**src/rtl/seq_gen_serial_pkg.sv**
```systemverilog
`default_nettype none
// ============================================================================
//  Module      : seq_gen_serial_pkg
//  Description : Shared types and constants for the serial pattern generator.
//  Revision    : 1.0 - initial release
// ============================================================================
package seq_gen_serial_pkg;

    // Transmission controller states
    typedef enum logic [1:0] {
        IDLE  = 2'd0,
        SHIFT = 2'd1,
        DONE  = 2'd2
    } state_t;

    // Operation requested of the shift register each cycle
    typedef enum logic [1:0] {
        SH_HOLD  = 2'd0,
        SH_LOAD  = 2'd1,
        SH_SHIFT = 2'd2,
        SH_CLEAR = 2'd3
    } shift_op_t;

    localparam logic [3:0] DEFAULT_PATTERN = 4'b1010;

    // Width of a counter indexing n items; never below one bit
    function automatic int cnt_width(input int n);
        return (n > 1) ? $clog2(n) : 1;
    endfunction

endpackage
`default_nettype wire

```
**src/rtl/seq_gen_shifter.sv**
```systemverilog
`default_nettype none
// ============================================================================
//  Module      : seq_gen_shifter
//  Description : Parallel-load, MSB-first shift register with a bit counter
//                that wraps modulo PAT_W. The MSB is the serial output bit.
//  Revision    : 1.0 - initial release
// ============================================================================
module seq_gen_shifter
    import seq_gen_serial_pkg::*;
#(
    parameter int PAT_W = 4
) (
    input  logic             clk_out,
    input  logic             reset,
    input  shift_op_t        op,
    input  logic [PAT_W-1:0] load_data,
    output logic             msb,
    output logic             last_bit
);

    localparam int              BCW      = cnt_width(PAT_W);
    localparam logic [BCW-1:0] LAST_IDX = BCW'(PAT_W - 1);

    logic [PAT_W-1:0] r_shreg;
    logic [BCW-1:0]   r_bit_cnt;

    // Shift register and bit position, updated by the controller's op code
    always_ff @(posedge clk_out or posedge reset) begin
        if (reset) begin
            r_shreg   <= '0;
            r_bit_cnt <= '0;
        end else begin
            case (op)
                SH_LOAD: begin
                    r_shreg   <= load_data;
                    r_bit_cnt <= '0;
                end
                SH_SHIFT: begin
                    r_shreg   <= r_shreg << 1;
                    r_bit_cnt <= (r_bit_cnt == LAST_IDX) ? '0 : r_bit_cnt + 1'b1;
                end
                SH_CLEAR: begin
                    r_shreg   <= '0;
                    r_bit_cnt <= '0;
                end
                default: begin
                    r_shreg   <= r_shreg;
                    r_bit_cnt <= r_bit_cnt;
                end
            endcase
        end
    end

    assign msb      = r_shreg[PAT_W-1];
    assign last_bit = (r_bit_cnt == LAST_IDX);

endmodule
`default_nettype wire

```
**src/rtl/seq_gen_serial.sv**
```systemverilog
`default_nettype none
// ============================================================================
//  Module      : seq_gen_serial
//  Description : Serial pattern generator. Sends a latched PAT_W-bit pattern
//                MSB first, repeat_n times back to back, then pulses done.
//  Revision    : 1.0 - initial release
// ============================================================================
module seq_gen_serial
    import seq_gen_serial_pkg::*;
#(
    parameter int PAT_W = 4,
    parameter int CNT_W = 4
) (
    input  logic             clk_out,
    input  logic             reset,
    input  logic             start,
    input  logic [PAT_W-1:0] pattern,
    input  logic [CNT_W-1:0] repeat_n,
    output logic             x,
    output logic             x_valid,
    output logic             busy,
    output logic             done
);

    localparam logic [CNT_W-1:0] REP_ONE = CNT_W'(1);

    state_t           r_state, w_state_next;
    logic [PAT_W-1:0] r_pat, w_pat_next;
    logic [CNT_W-1:0] r_rep, w_rep_next;
    logic             r_valid, w_valid_next;
    logic             r_busy, w_busy_next;
    logic             r_done, w_done_next;
    shift_op_t        w_op;
    logic [PAT_W-1:0] w_load_data;
    logic             w_msb;
    logic             w_last;

    seq_gen_shifter #(
        .PAT_W (PAT_W)
    ) u_shifter (
        .clk_out   (clk_out),
        .reset     (reset),
        .op        (w_op),
        .load_data (w_load_data),
        .msb       (w_msb),
        .last_bit  (w_last)
    );

    // State, latched request and registered status flags
    always_ff @(posedge clk_out or posedge reset) begin
        if (reset) begin
            r_state <= IDLE;
            r_pat   <= '0;
            r_rep   <= '0;
            r_valid <= 1'b0;
            r_busy  <= 1'b0;
            r_done  <= 1'b0;
        end else begin
            r_state <= w_state_next;
            r_pat   <= w_pat_next;
            r_rep   <= w_rep_next;
            r_valid <= w_valid_next;
            r_busy  <= w_busy_next;
            r_done  <= w_done_next;
        end
    end

    // Next state, shifter control and next-cycle output values
    always_comb begin
        w_state_next = r_state;
        w_pat_next   = r_pat;
        w_rep_next   = r_rep;
        w_valid_next = 1'b0;
        w_busy_next  = 1'b0;
        w_done_next  = 1'b0;
        w_op         = SH_HOLD;
        w_load_data  = r_pat;

        case (r_state)
            IDLE: begin
                if (start) begin
                    w_pat_next  = pattern;
                    w_rep_next  = repeat_n;
                    w_busy_next = 1'b1;
                    if (repeat_n != '0) begin
                        w_state_next = SHIFT;
                        w_op         = SH_LOAD;
                        w_load_data  = pattern;
                        w_valid_next = 1'b1;
                    end else begin
                        // Nothing to send: go straight to the done pulse
                        w_state_next = DONE;
                        w_op         = SH_CLEAR;
                        w_done_next  = 1'b1;
                    end
                end
            end
            SHIFT: begin
                w_busy_next = 1'b1;
                if (!w_last) begin
                    w_op         = SH_SHIFT;
                    w_valid_next = 1'b1;
                end else if (r_rep > REP_ONE) begin
                    // Next repetition follows with no gap cycle
                    w_op         = SH_LOAD;
                    w_rep_next   = r_rep - 1'b1;
                    w_valid_next = 1'b1;
                end else begin
                    // Clearing the shifter drives x to 0 alongside x_valid=0
                    w_op         = SH_CLEAR;
                    w_rep_next   = '0;
                    w_state_next = DONE;
                    w_done_next  = 1'b1;
                end
            end
            DONE: begin
                w_state_next = IDLE;
                w_op         = SH_CLEAR;
            end
            default: begin
                w_state_next = IDLE;
                w_op         = SH_CLEAR;
            end
        endcase
    end

    assign x       = w_msb;
    assign x_valid = r_valid;
    assign busy    = r_busy;
    assign done    = r_done;

endmodule
`default_nettype wire

```
**config.mk**
```make
export PLATFORM = sky130hd
export DESIGN_NAME = seq_gen_serial
export DESIGN_NICKNAME = d
export VERILOG_FILES = /design/src/rtl/seq_gen_serial_pkg.sv /design/src/rtl/seq_gen_shifter.sv /design/src/rtl/seq_gen_serial.sv
export SDC_FILE = /design/constraint.sdc
export NUM_CORES = 1
export LEC_CHECK = 0
export CAP_MARGIN = 10
export CORE_MARGIN = 2
export CORE_UTILIZATION = 52
export DETAILED_ROUTE_END_ITERATION = 8
export HOLD_SLACK_MARGIN = 0.03
export PLACE_DENSITY = 0.77
export SKIP_CTS_REPAIR_TIMING = 1
export SYNTH_ARGS = -nofsm -noshare
export SYNTH_HDL_FRONTEND = slang
export SYNTH_SLANG_ARGS = --single-unit
```
**constraint.sdc**
```tcl
create_clock -name clk_out -period 1.9 [get_ports clk_out]
set_input_delay 0.285 -clock clk_out [delete_from_list [all_inputs] [get_ports clk_out]]
set_output_delay 0.285 -clock clk_out [all_outputs]
set_load 0.02 [all_outputs]
```
==> metrics.yaml <==
h-tree-depth: 1
p_int_mw: 1.099
required_ns: 2.11
multi_input_area_sq_um: 521.8
stdcell_area_sq_um: 1289
slew_headroom_pct: 75.27
dp.cells: 154
synth_top_area_share_pct: 45.51
peakVddDrop_uv: 822.8
synth_fp_nets: 123
rows: 16
drc: 0
ys_seq_elements: 19
port_buffers: 14
synthToLayoutAreaGrowth_pct: 23.35
hold_viol_final: 0
fillers: 178
grt_pass1_wl_um: 4215
finalWorstSetupSlack_ns: 0.1855
status: "complete, no violations"
clk_latency_ns: 0.31
pre_cts_slack_ns: -0.03925
most-common-layout-cells: "dfrtp_1 (19), nand2_1 (18), clkdlybuf4s50_1 (14), nor2_1 (10), buf_4 (9)"
fp.dieW_um: 48.83
dr.first_iter.drc_count: 27
drt_first_pass_iters: 5
postLayoutCoreUtil_pct: 67.06
syn_inst: 109
start_kind: "register"
yosys-top-cells-area: "dfrtp_1 (46%), nand2_1 (6.5%), nor2_1 (4.0%)"
p_switching_mw: 0.7939
boundaryPins: 15
final_nets: 146
antenna_cells: 0
rsz0062_at_grt: "false"
ant_nets: 0
grt_pass1_vias: 914
core-area_sq_um: 1922
grt_max_degree: 20
cts.sinks: 19
syn_area_per_cell_sq_um: 9.585
hold_class: "input pin to async pin"
dr_total_vias: 871
final.setup.tns_ns: 0
yosysSeqAreaShare_pct: 45.51
slew_viol_final: 0
wl_per_cell_um: 14.34
syn_area_sq_um: 1045
final_common_cell: "dfrtp_1"
crit_fanout: 9
min_period_ns: 1.715
place_area_sq_um: 1259
worst_hold_slack_ns: 0.3052
p_per_area_nw_per_um2: 1469
setup_viol: 0
comb_power_share_pct: 52.8
switching_share_pct: 41.93
fin_worst_skew_ns: 0.005652
die-area_sq_um: 2384
cts_buffers: 3
timing.final.crit_share_pct: 90.24
clk_path_buf_depth: 2
hpwl_um: 1754
power_frac_seq_pct: 36.2
layout.cells.non_filler: 158
gp_congestion: 0.8990
initial_core_util_pct: 54.36
crit_arrival_ns: 1.93
clock.fmax_mhz: 583.3
drv_cap: 0
avgViaCountPerCell: 5.513
die_h_um: 48.83
final_layout_size_suffix_gt1_share_pct: 14.50
yosysTopAreaCell: "dfrtp_1"
antenna_found_initial: 0
ys_types: 36
cp-end-kind: "register"
tightest_slew_ns: 0.3709
cts_root_buf: "clkbuf_4"
clkSlewWorstSetupHoldPaths_ns: 0.11
path_class: "register to register"
cts_tree: "done"
routed_wl_um: 2265
p_leak_nw: 0.5784
overflow: 0
clkPwrFrac_pct: 11.0
seq_area_sq_um: 475.5
ys_warn_count: 0
total_power_mw: 1.893
grt_usage_pct: 23.24
## worst paths after layout
check                                            start              endpoint  slack [ns]  cells past startpoint
worst min-delay path                             reset                  busy        0.31                      3
worst max-delay path            u_shifter.r_bit_cnt[0]  u_shifter.r_shreg[2]        0.19                      4
worst max register to register  u_shifter.r_bit_cnt[0]  u_shifter.r_shreg[2]        0.19                      4
max in group asynchronous                        reset              r_pat[2]        1.39                      3
worst min register to register                r_pat[3]              r_pat[3]        0.49                      2
min in group clk_out                          r_pat[3]              r_pat[3]        0.49                      2
## cells by family (layout without fill, tap and decap cells)
family                   count (synthesis)  after routing  synth area share, %
AND/OR/NAND/NOR                         48             48                25.99
AO/OA/AOI/OAI                           26             26                18.20
buffers and inverters                   11             33                4.790
multiplexers                             2              2                1.916
flip-flops                              19             19                45.51
adder cells (fa/ha/maj)                  3              3                3.593
## routing by layer
layer	wire length [um]	up-vias	GRT usage [%]
met5	0	-	0
li1	-	424	-
met4	85	0	12.86
met1	970	406	30.00
met2	1092	29	37.44
met3	116	12	3.681
## worst max-delay path: stages (launching register included)
cell and delay [ns]:
dfrtp_1 0.42, ha_1 0.31, a211o_1 0.35, or2_1 0.25
a221oi_2 0.29
## synth_stat cells, drive strengths merged
library cell and instances:
dfrtp 19, nand2 18, nor2 12, o21ai 7
inv 6, a21oi 5, or2 5, clkbuf 3
ha 3, nor2b 3, nor3b 3, a221o 2
a31oi 2, buf 2, mux2i 2, nor4 2
a211o 1, a211oi 1, a221oi 1, a22oi 1
a32oi 1, nand2b 1, nand3b 1, nor4b 1
o211a 1, o211ai 1, o2bb2ai 1, o311a 1
o41ai 1, or3 1, or3b 1
## sequential cells by signal, summed over array words and instances (netlist names)
signal	count
u_shifter.r_bit_cnt	2
r_pat	4
x_valid	1
u_shifter.r_shreg	4
r_state	2
done	1
r_rep	4
busy	1
## power by group through the flow
stage | combinational (mW) | sequential [mW] | clock [mW]
after floorplan | 0.671 | 0.697 | 0
after global placement | 0.955 | 0.689 | 0
after detailed placement | 0.989 | 0.693 | 0
after CTS | 0.993 | 0.683 | 0.217
after global routing | 1.13 | 0.716 | 0.230
final | 1.00 | 0.685 | 0.208
## final cells by class
cell class | count | area share [%]
clock inverters | 1 | 0.3883
flip-flops and latches | 19 | 36.89
well taps | 27 | 2.621
inverters | 6 | 1.748
multi-input cells | 79 | 40.49
repair buffers | 23 | 16.12
clock buffers | 3 | 1.748
No activity file was read; power rests on OpenSTA's default activity.
